## config.mk

```make
export PLATFORM = sky130hd
export DESIGN_NAME = tdc_result_reader_flat
export DESIGN_NICKNAME = d
export VERILOG_FILES = /design/src/rtl/tdc_result_reader_if.sv /design/src/rtl/tdc_result_reader.sv /design/src/flat_wrapper.sv
export SDC_FILE = /design/constraint.sdc
export NUM_CORES = 1
export LEC_CHECK = 0
export CAP_MARGIN = 5
export CORE_MARGIN = 3
export CORE_UTILIZATION = 49
export CTS_CLUSTER_SIZE = 8
export DETAILED_ROUTE_END_ITERATION = 6
export GPL_ROUTABILITY_DRIVEN = 0
export GPL_TIMING_DRIVEN = 0
export PLACE_DENSITY_LB_ADDON = 0.15
export SYNTH_ARGS = -nofsm -noshare
export SYNTH_HDL_FRONTEND = slang
export SYNTH_SLANG_ARGS = --single-unit
```

## constraint.sdc

```tcl
create_clock -name i_clk_50m -period 20.5 [get_ports i_clk_50m]
set_input_delay 4.1 -clock i_clk_50m [delete_from_list [all_inputs] [get_ports i_clk_50m]]
set_output_delay 4.1 -clock i_clk_50m [all_outputs]
set_load 0.01 [all_outputs]
```

## src/rtl/tdc_result_reader_if.sv

```systemverilog
// -----------------------------------------------------------------------------
// tdc_result_reader_if
// Groups the AS6500 SPI pins, the control inputs and the result outputs of
// tdc_result_reader into one bundle.
//   master : the reader itself (drives SPI outputs and the result bus)
//   slave  : the environment (TDC pins, enable, downstream consumer)
// Signals:
//   i_enable      frames may start when 1
//   i_tdc_intn    AS6500 INTERRUPT, active-low, asynchronous
//   i_spi_miso    SPI data from the TDC
//   o_spi_ssn     SPI chip select, active-low
//   o_spi_sclk    SPI clock, idle low
//   o_spi_mosi    SPI data to the TDC
//   o_tdc_new_sig one-cycle strobe: new rise/fall pair valid
//   o_rise_data   channel 1 stop field
//   o_fall_data   channel 2 stop field
//   o_ref_err     one-cycle pulse: reference index mismatch
//   o_busy        reader is not idle
// -----------------------------------------------------------------------------
interface tdc_result_reader_if;
  logic        i_enable;
  logic        i_tdc_intn;
  logic        i_spi_miso;
  logic        o_spi_ssn;
  logic        o_spi_sclk;
  logic        o_spi_mosi;
  logic        o_tdc_new_sig;
  logic [15:0] o_rise_data;
  logic [15:0] o_fall_data;
  logic        o_ref_err;
  logic        o_busy;

  modport master (
    input  i_enable, i_tdc_intn, i_spi_miso,
    output o_spi_ssn, o_spi_sclk, o_spi_mosi,
    output o_tdc_new_sig, o_rise_data, o_fall_data, o_ref_err, o_busy
  );

  modport slave (
    output i_enable, i_tdc_intn, i_spi_miso,
    input  o_spi_ssn, o_spi_sclk, o_spi_mosi,
    input  o_tdc_new_sig, o_rise_data, o_fall_data, o_ref_err, o_busy
  );
endinterface

```

## src/rtl/tdc_result_reader.sv

```systemverilog
// -----------------------------------------------------------------------------
// tdc_result_reader
// SPI master (mode 1) that reads one result frame from an AS6500 whenever its
// interrupt is low, pairs channel 1 (rise) with channel 2 (fall), checks that
// both carry the same reference index and presents the 16-bit stop fields with
// a one-cycle strobe. A mismatching pair is dropped with a one-cycle error.
// Ports:
//   i_clk_50m  system clock
//   i_rst_n    asynchronous active-low reset
//   bus        tdc_result_reader_if.master (SPI pins, enable, results)
// Frame: opcode byte out, then 12 bytes in:
//   ch1 refindex, ch1 stop, ch2 refindex, ch2 stop (24 bits each, MSB first).
// -----------------------------------------------------------------------------
module tdc_result_reader #(
  parameter int         CLK_DIV   = 2,
  parameter int         SSN_SETUP = 2,
  parameter int         SSN_HOLD  = 2,
  parameter int         SSN_GAP   = 4,
  parameter logic [7:0] RD_OPCODE = 8'h68,
  parameter int         STOP_LSB  = 0
) (
  input logic               i_clk_50m,
  input logic               i_rst_n,
  tdc_result_reader_if.master bus
);

  localparam logic [2:0] ST_IDLE     = 3'd0;
  localparam logic [2:0] ST_CS_SETUP = 3'd1;
  localparam logic [2:0] ST_SHIFT    = 3'd2;
  localparam logic [2:0] ST_CS_HOLD  = 3'd3;
  localparam logic [2:0] ST_CHECK    = 3'd4;
  localparam logic [2:0] ST_CS_GAP   = 3'd5;

  localparam int              CNT_W      = 16;
  localparam logic [CNT_W-1:0] SETUP_LAST = CNT_W'(SSN_SETUP - 1);
  localparam logic [CNT_W-1:0] HOLD_LAST  = CNT_W'(SSN_HOLD - 1);
  localparam logic [CNT_W-1:0] GAP_LAST   = CNT_W'(SSN_GAP - 1);
  localparam logic [CNT_W-1:0] DIV_LAST   = CNT_W'(CLK_DIV - 1);
  localparam logic [6:0]       LAST_BIT   = 7'd103;
  localparam logic [6:0]       FIRST_RX   = 7'd8;

  logic [2:0]       state;
  logic             intn_meta;
  logic             intn_sync;
  logic [CNT_W-1:0] wait_cnt;
  logic [CNT_W-1:0] div_cnt;
  logic [6:0]       bit_cnt;
  logic             ssn;
  logic             sclk;
  logic             mosi;
  logic             new_sig;
  logic             ref_err;
  logic [15:0]      rise_data;
  logic [15:0]      fall_data;
  logic [95:0]      rx_sreg;
  logic             sclk_fall;

  // Bit driven on MOSI during frame bit idx: opcode MSB first, zeros after.
  function automatic logic tx_bit(input logic [6:0] idx);
    if (idx < 7'd8) return RD_OPCODE[~idx[2:0]];
    return 1'b0;
  endfunction

  // 16-bit window of a 24-bit stop value starting at STOP_LSB.
  function automatic logic [15:0] stop_field(input logic [23:0] stop);
    return 16'(stop >> STOP_LSB);
  endfunction

  // Interrupt synchronizer; idles high so reset never looks like a request.
  always_ff @(posedge i_clk_50m or negedge i_rst_n) begin
    if (!i_rst_n) begin
      intn_meta <= 1'b1;
      intn_sync <= 1'b1;
    end else begin
      intn_meta <= bus.i_tdc_intn;
      intn_sync <= intn_meta;
    end
  end

  // End of an SCLK high phase: the TDC data bit is stable here.
  assign sclk_fall = (state == ST_SHIFT) && (div_cnt == DIV_LAST) && sclk;

  always_ff @(posedge i_clk_50m or negedge i_rst_n) begin
    if (!i_rst_n) begin
      state     <= ST_IDLE;
      wait_cnt  <= '0;
      div_cnt   <= '0;
      bit_cnt   <= '0;
      ssn       <= 1'b1;
      sclk      <= 1'b0;
      mosi      <= 1'b0;
      new_sig   <= 1'b0;
      ref_err   <= 1'b0;
      rise_data <= 16'h0;
      fall_data <= 16'h0;
    end else begin
      new_sig <= 1'b0;
      ref_err <= 1'b0;
      case (state)
        ST_IDLE: begin
          if (bus.i_enable && !intn_sync) begin
            state    <= ST_CS_SETUP;
            ssn      <= 1'b0;
            mosi     <= RD_OPCODE[7];
            wait_cnt <= '0;
          end
        end
        ST_CS_SETUP: begin
          if (wait_cnt == SETUP_LAST) begin
            state   <= ST_SHIFT;
            sclk    <= 1'b1;
            div_cnt <= '0;
            bit_cnt <= '0;
            mosi    <= tx_bit(7'd0);
          end else begin
            wait_cnt <= wait_cnt + 1'b1;
          end
        end
        ST_SHIFT: begin
          if (div_cnt == DIV_LAST) begin
            div_cnt <= '0;
            if (sclk) begin
              sclk <= 1'b0;
            end else if (bit_cnt == LAST_BIT) begin
              // Low phase of the last period completed: frame fully clocked.
              state    <= ST_CS_HOLD;
              wait_cnt <= '0;
              mosi     <= 1'b0;
            end else begin
              sclk    <= 1'b1;
              bit_cnt <= bit_cnt + 7'd1;
              mosi    <= tx_bit(bit_cnt + 7'd1);
            end
          end else begin
            div_cnt <= div_cnt + 1'b1;
          end
        end
        ST_CS_HOLD: begin
          if (wait_cnt == HOLD_LAST) begin
            state <= ST_CHECK;
            ssn   <= 1'b1;
          end else begin
            wait_cnt <= wait_cnt + 1'b1;
          end
        end
        ST_CHECK: begin
          if (rx_sreg[95:72] == rx_sreg[47:24]) begin
            rise_data <= stop_field(rx_sreg[71:48]);
            fall_data <= stop_field(rx_sreg[23:0]);
            new_sig   <= 1'b1;
          end else begin
            ref_err <= 1'b1;
          end
          state    <= ST_CS_GAP;
          wait_cnt <= '0;
        end
        ST_CS_GAP: begin
          if (wait_cnt == GAP_LAST) begin
            state <= ST_IDLE;
          end else begin
            wait_cnt <= wait_cnt + 1'b1;
          end
        end
        default: begin
          state <= ST_IDLE;
          ssn   <= 1'b1;
          sclk  <= 1'b0;
          mosi  <= 1'b0;
        end
      endcase
    end
  end

  // Receive shift register; the opcode byte's MISO bits are not captured.
  always_ff @(posedge i_clk_50m) begin
    if (sclk_fall && (bit_cnt >= FIRST_RX)) begin
      rx_sreg <= {rx_sreg[94:0], bus.i_spi_miso};
    end
  end

  assign bus.o_spi_ssn     = ssn;
  assign bus.o_spi_sclk    = sclk;
  assign bus.o_spi_mosi    = mosi;
  assign bus.o_tdc_new_sig = new_sig;
  assign bus.o_ref_err     = ref_err;
  assign bus.o_rise_data   = rise_data;
  assign bus.o_fall_data   = fall_data;
  assign bus.o_busy        = (state != ST_IDLE);

endmodule

```

## src/flat_wrapper.sv

```systemverilog
// flat-port wrapper written by rule: the top's interface ports become plain ports
module tdc_result_reader_flat 
#(
  parameter int         CLK_DIV   = 2,
  parameter int         SSN_SETUP = 2,
  parameter int         SSN_HOLD  = 2,
  parameter int         SSN_GAP   = 4,
  parameter logic [7:0] RD_OPCODE = 8'h68,
  parameter int         STOP_LSB  = 0
)
  (i_clk_50m, i_rst_n, bus_i_enable, bus_i_tdc_intn, bus_i_spi_miso, bus_o_spi_ssn, bus_o_spi_sclk, bus_o_spi_mosi, bus_o_tdc_new_sig, bus_o_rise_data, bus_o_fall_data, bus_o_ref_err, bus_o_busy);
  tdc_result_reader_if bus_i ();
  input logic i_clk_50m;
  input logic i_rst_n;
  input wire logic [$bits(bus_i.i_enable)-1:0] bus_i_enable;
  input wire logic [$bits(bus_i.i_tdc_intn)-1:0] bus_i_tdc_intn;
  input wire logic [$bits(bus_i.i_spi_miso)-1:0] bus_i_spi_miso;
  output wire logic [$bits(bus_i.o_spi_ssn)-1:0] bus_o_spi_ssn;
  output wire logic [$bits(bus_i.o_spi_sclk)-1:0] bus_o_spi_sclk;
  output wire logic [$bits(bus_i.o_spi_mosi)-1:0] bus_o_spi_mosi;
  output wire logic [$bits(bus_i.o_tdc_new_sig)-1:0] bus_o_tdc_new_sig;
  output wire logic [$bits(bus_i.o_rise_data)-1:0] bus_o_rise_data;
  output wire logic [$bits(bus_i.o_fall_data)-1:0] bus_o_fall_data;
  output wire logic [$bits(bus_i.o_ref_err)-1:0] bus_o_ref_err;
  output wire logic [$bits(bus_i.o_busy)-1:0] bus_o_busy;
  assign bus_i.i_enable = bus_i_enable;
  assign bus_i.i_tdc_intn = bus_i_tdc_intn;
  assign bus_i.i_spi_miso = bus_i_spi_miso;
  assign bus_o_spi_ssn = bus_i.o_spi_ssn;
  assign bus_o_spi_sclk = bus_i.o_spi_sclk;
  assign bus_o_spi_mosi = bus_i.o_spi_mosi;
  assign bus_o_tdc_new_sig = bus_i.o_tdc_new_sig;
  assign bus_o_rise_data = bus_i.o_rise_data;
  assign bus_o_fall_data = bus_i.o_fall_data;
  assign bus_o_ref_err = bus_i.o_ref_err;
  assign bus_o_busy = bus_i.o_busy;
  tdc_result_reader #(.CLK_DIV(CLK_DIV), .SSN_SETUP(SSN_SETUP), .SSN_HOLD(SSN_HOLD), .SSN_GAP(SSN_GAP), .RD_OPCODE(RD_OPCODE), .STOP_LSB(STOP_LSB)) u_core (.i_clk_50m(i_clk_50m), .i_rst_n(i_rst_n), .bus(bus_i));
endmodule
```

==> flow_metrics.tcl, run 1 <==
set metrics [dict create \
    status "finished, final reports clean" \
    synth_compound_area_frac 0.09224 \
    vias 4558 \
    clockPowerShare 0.396 \
    setup_violations 0 \
    drtPass1Iterations 5 \
    synth_area_um2 7243 \
    dp_hpwl_um 9441 \
    p_switching_w 0.0002241 \
    fin_crit_ps 5885 \
    clk_pin_slew_ps 70 \
    antenna_found_initial 0 \
    worst_slew_pin_slew_ps 895.2 \
    r2r_start "u_core.div_cnt[1]" \
    reg2reg_to "u_core.rx_sreg[7]" \
    max_freq_ghz 0.1699 \
    internal-power_w 0.0005843 \
    cts_buffers 17 \
    synth-async-reset-ratio 0.4576 \
    htreeDepth 4 \
    avgSynthCellArea_um2 13.72 \
    clk_latency_ps 440 \
    synth.area.mux_share 0.05562 \
    fin_crit_sh 0.2871 \
    hp-class "reg -> reg" \
    grt_pass1_wl_um 23530 \
    synth_top_family_by_area "simple AND/OR/NAND/NOR gates" \
    start_util 0.5119 \
    ys_warn_count 0 \
    finalMaxSlewViolations 0 \
    cts_resized 0 \
    path_cells "or3_1 -> clkdlybuf4s50_1" \
    worstPathMaxFanout 6 \
    fin_tns_setup_ps 0 \
    grt_setup_unrepaired "false" \
    holdBufCountCts 0 \
    synth_simple_gate_area_frac 0.1078 \
    dieArea_um2 16280 \
    synth_top_area_frac 0.3980 \
    grt_usage 0.1851 \
    path_buf_inv 1 \
    vdd.ir_drop.worst_mv 0.06335 \
    p_seq_frac 0.510 \
    total_power_w 0.0008084 \
    die_w_um 127.6 \
    synthToLayoutAreaGrowth_pct 18.76 \
    synth_edf_count 96 \
    synthCells 528 \
    final_hold_viol_count 0 \
    core_um2 14150 \
    postCtsSetupBuffers 0 \
    dpl_cell_area_um2 8019 \
    drive_above_1_share 0.1623 \
    tritoncts "built" \
    row_count 43 \
    layout.cells.non_filler 796 \
    routed_via_density 5.726 \
    critical_path_depth 2 \
    antenna_left 0 \
    setup.worst_path.end "bus_o_busy" \
    first_global_vias 4556 \
    fin_area_um2 8602 \
    cp-end-kind "output port" \
    yosysUniqueCellTypes 60 \
    worstSetupPathType "reg -> out" \
    cpPeakStageDelay_ps 490 \
    maxCapViolations 0 \
    critPathArrivalTime_ps 1790 \
    startpoint_type "flip-flop" \
    powerDensity_nw_per_um2 93.98 \
    clk_path_buf_depth 2 \
    grt_overflow 0 \
    ys_seq_elements 177 \
    wirelength_um 13980 \
    netlist_top_cells_count "96 x edfxtp_1, 78 x dfrtp_1, 36 x nand2_1" \
    slowest_stage "clkdlybuf4s50_1" \
    drt_iter0_markers 418 \
    numPortBuffers 42 \
    grt_max_degree 65 \
    critical_path.startpoint "u_core.state[1]" \
    p_sw_frac 0.2773 \
    p_leak_nw 3.169 \
    cp.required_ps 16400 \
    synth_xor_xnor_area_share 0.03507 \
    num_antenna_cells 0 \
    place_inst 764 \
    drc 0 \
    fp.dieH_um 127.6 \
    synth_top_cell_by_area "edfxtp_1" \
    wl_per_cell_um 17.56 \
    clock_skew_ps 8.720 \
    ff2ff_path_depth 10 \
    synth_area_leaders "edfxtp_1 40%, dfrtp_1 27%, mux2_2 5.3%, xor2_1 3.3%, a31oi_1 2.2%" \
    clkSinkCount 177 \
    comb_power_share 0.094 \
    nets 615 \
    path_delay_family "buffers and inverters" \
    synth_fp_nets 540 \
    ys.flop_type "edfxtp_1" \
    synth-seq-area-share 0.6784 \
    pin_count 43 \
    cts-root-buf "clkbuf_16" \
    regToRegSetupSlack_ps 17530 \
    slew_headroom 0.3977 \
    synth.most_common_cell "edfxtp_1" \
    synthAdderAreaFrac 0.01209 \
]
## sequential cells by signal (all words and copies together) (netlist names)
register / count
u_core.state: 3
u_core.wait_cnt: 16
u_core.bus.o_spi_ssn: 1
u_core.bus.o_tdc_new_sig: 1
u_core.bus.o_fall_data: 16
u_core.bit_cnt: 7
u_core.rx_sreg: 96
u_core.bus.o_ref_err: 1
u_core.bus.o_rise_data: 16
u_core.bus.o_spi_sclk: 1
u_core.div_cnt: 16
u_core.bus.o_spi_mosi: 1
u_core.intn_sync: 1
u_core.intn_meta: 1
## placed cells by master (no fill, tap or decap), types with 3 or more instances in the layout
| cell | Yosys | final |
|---|---|---|
| a21oi_1 | 24 | 24 |
| a21o_1 | 4 | 4 |
| nor4_1 | 14 | 14 |
| clkbuf_16 | 0 | 17 |
| nor3_1 | 10 | 10 |
| nand4_1 | 9 | 9 |
| o21ai_0 | 15 | 15 |
| clkdlybuf4s50_1 | 0 | 41 |
| dfstp_2 | 3 | 3 |
| mux2_2 | 34 | 34 |
| nand2_1 | 36 | 36 |
| inv_1 | 10 | 10 |
| ha_1 | 7 | 7 |
| xor2_1 | 27 | 27 |
| nor2b_1 | 4 | 4 |
| or3_1 | 4 | 4 |
| a31oi_1 | 25 | 25 |
| a41oi_1 | 7 | 7 |
| and3_1 | 6 | 6 |
| inv_6 | 0 | 3 |
| edfxtp_1 | 96 | 96 |
| nand3_1 | 21 | 21 |
| dfrtp_1 | 78 | 78 |
| clkbuf_1 | 12 | 12 |
| nand2b_1 | 4 | 4 |
| buf_4 | 1 | 13 |
| inv_8 | 0 | 6 |
| buf_2 | 4 | 5 |
| nor2_1 | 28 | 28 |
## worst min path at each step
| stage | startpoint | endpoint | slack [ps] | depth (start not counted) |
|---|---|---|---|---|
| floorplan | u_core.intn_meta | u_core.intn_sync | 350 | 0 |
| global placement | u_core.intn_meta | u_core.intn_sync | 350 | 0 |
| detailed placement | u_core.intn_meta | u_core.intn_sync | 350 | 0 |
| CTS | u_core.intn_meta | u_core.intn_sync | 360 | 0 |
| global route | u_core.intn_meta | u_core.intn_sync | 360 | 0 |
| finish | u_core.intn_meta | u_core.intn_sync | 350 | 0 |
## logic make-up (layout without fill, tap and decap cells)
group / count (synthesis) / in the layout
fa+ha+maj: 7 / 7
buf+inv: 29 / 117
compound gates: 101 / 101
flops: 177 / 177
mux: 36 / 36
xor+xnor: 29 / 29
simple gates: 149 / 149
## stage by stage
stage	hold WS (ps)	util	worst slack, ps
6_report	352.7	0.6079	14620
5_1_grt	363.1	0.6079	14560
4_1_cts	358.2	0.6079	14590
3_5_place_dp	350.0	0.5667	14810
3_3_place_gp	348.1	0.5575	-1957
2_1_floorplan	345.2	-	3433
## final cells by class
class,count,area [um^2]
fillers,1096,5548
multi-input cells,322,2200
clock buffers,17,425.4
inverters,10,37.54
well taps,180,225.2
plain buffers,19,98.84
repair buffers,56,544.3
flip-flops and latches,177,4913
clock inverters,15,157.7
## power groups by stage
stage	Sequential [W]	Combinational (W)	Clock (W)
floorplan	0.000412	0.0000559	0
global placement	0.000417	0.0000722	0
detailed placement	0.000419	0.0000759	0
CTS	0.000412	0.0000763	0.000327
global route	0.000416	0.0000865	0.000344
finish	0.000412	0.0000762	0.000320
## routing by layer
metal  track usage  vias up  routed length [um]
li1              -     2151                   -
met1        0.2670     2286                6809
met2        0.2707      105                6324
met3       0.05853       16                 645
met4       0.05868        0                 199
met5             0        -                   0
Power figures use the tool's default switching activity.
==> run 2: changes to the inputs <==
==> constraint.sdc (replaced) <==
create_clock -name i_clk_50m -period 6.12 [get_ports i_clk_50m]
set_input_delay 1.224 -clock i_clk_50m [delete_from_list [all_inputs] [get_ports i_clk_50m]]
set_output_delay 1.224 -clock i_clk_50m [all_outputs]
set_load 0.01 [all_outputs]
==> run 2 against run 1 <==
Compared with the run above:
- die area unchanged
- largest cell class unchanged
- global-route usage decreased by 0.27 points
- via count decreased by 0.46%
==> flow_metrics.tcl, run 2 (synthesis gave the netlist of run 1 again) <==
set metrics [dict create \
    drc 0 \
    powerDensity_nw_per_um2 314.2 \
    maxCapViolations 0 \
    wl_per_cell_um 17.56 \
    register_area_um2 4913 \
    grt_usage 0.1824 \
    core_um2 14150 \
    multiInputGateArea_um2 2212 \
    cts_resized 0 \
    worstSetupPathType "reg -> out" \
    grt_max_degree 61 \
    pin_count 43 \
    setup_violations 0 \
    clk_path_buf_depth 2 \
    fin_crit_ps 2994 \
    largest_register_ff_count 96 \
    p_leak_nw 3.126 \
    cp-end-kind "output port" \
    grt_setup_unrepaired "false" \
    antenna_found_initial 0 \
    place_inst 757 \
    finalMaxSlewViolations 0 \
    fp.dieH_um 127.6 \
    clock_skew_ps 10.15 \
    fin_tns_setup_ps 0 \
    grt_overflow 0 \
    clk_latency_ps 430 \
    cts-root-buf "clkbuf_16" \
    drtPass1Iterations 4 \
    drt_iter0_markers 400 \
    startpoint_type "flip-flop" \
    vdd.ir_drop.worst_mv 0.2427 \
    cts_buffers 17 \
    worst_slew_pin_slew_ps 1017 \
    status "finished, final reports clean" \
    fin_crit_sh 0.4893 \
    wirelength_um 13860 \
    routed_via_density 5.750 \
    final_hold_viol_count 0 \
    first_global_vias 4471 \
    total_power_w 0.002695 \
    clk_pin_slew_ps 70 \
    postCtsSetupBuffers 0 \
    htreeDepth 4 \
    vias 4537 \
    antenna_left 0 \
    synthToLayoutAreaGrowth_pct 18.40 \
    regMostFlops "u_core.rx_sreg" \
    numPortBuffers 42 \
    max_freq_ghz 0.3340 \
    holdBufCountCts 0 \
    drive_above_1_share 0.1527 \
    dp_hpwl_um 9221 \
    num_antenna_cells 0 \
    regToRegSetupSlack_ps 3130 \
    layout.cells.non_filler 789 \
    row_count 43 \
    tritoncts "built" \
    slew_headroom 0.3221 \
    final_common_cell "edfxtp_1" \
    grt_pass1_wl_um 23360 \
    critPathArrivalTime_ps 1770 \
    nets 608 \
    layout_common_cells "96 x edfxtp_1, 78 x dfrtp_1, 41 x clkdlybuf4s50_1, 36 x nand2_1, 34 x mux2_2" \
    nFillCells 1118 \
    worstPathMaxFanout 6 \
    die_w_um 127.6 \
    cp.required_ps 4900 \
    dieArea_um2 16280 \
    start_util 0.5119 \
    hp-class "reg -> reg" \
    clkSinkCount 177 \
]
## run 2: changes by cell type in the layout (fill, tap and decap cells not counted), sizes merged
cell and change:
buf -7, bufinv +1, clkinv -1, clkinvlp +2
inv -2
## run 2: routing by layer
metal,global-route usage,vias to the layer above,routed length [um]
met5,0,-,0
li1,-,2139,-
met1,0.2660,2301,6774
met2,0.2697,85,6354
met4,0.05743,0,177
met3,0.04891,12,549
## run 2: power by group
part | leakage (nW) | switching (W) | total [W] | internal, W
combinational | 1.05 | 0.000150 | 0.000259 | 0.000109
clock | 0.277 | 0.000481 | 0.00105 | 0.000573
sequential | 1.80 | 0.0000810 | 0.00138 | 0.00130
## run 2: stage by stage
step	worst slack (ps)	utilization	instance area, um^2	hold slack [ps]
after CTS	3091	0.6061	8576	359.2
final	3126	0.6061	8576	358.7
after global placement	31.17	0.5588	7908	352.5
after floorplan	1256	-	7262	345.2
after global routing	2821	0.6061	8576	364.1
after detailed placement	3120	0.5657	8004	349.0
## run 2: area by class of cell
type | instances | share of cell area
well taps | 180 | 0.02626
inverters | 10 | 0.004377
repair buffers | 49 | 0.06026
plain buffers | 19 | 0.01153
clock buffers | 17 | 0.04961
clock inverters | 15 | 0.01707
flip-flops and latches | 177 | 0.5730
multi-input cells | 322 | 0.2580
## run 2: worst paths after layout
check                                   from                        end  cells past startpoint
min                         u_core.intn_meta           u_core.intn_sync                      0
min in group asynchronous            i_rst_n  u_core.bus.o_fall_data[1]                      1
max reg2reg                u_core.div_cnt[1]         u_core.rx_sreg[48]                      7
min reg2reg                 u_core.intn_meta           u_core.intn_sync                      0
max in group asynchronous            i_rst_n       u_core.bus.o_spi_ssn                      2
max                          u_core.state[1]                 bus_o_busy                      2
## run 2: critical path, cell delays in order, from the launching register on
cell             delay (ps)
dfrtp_1                 430
or3_1                   420
clkdlybuf4s50_1         490
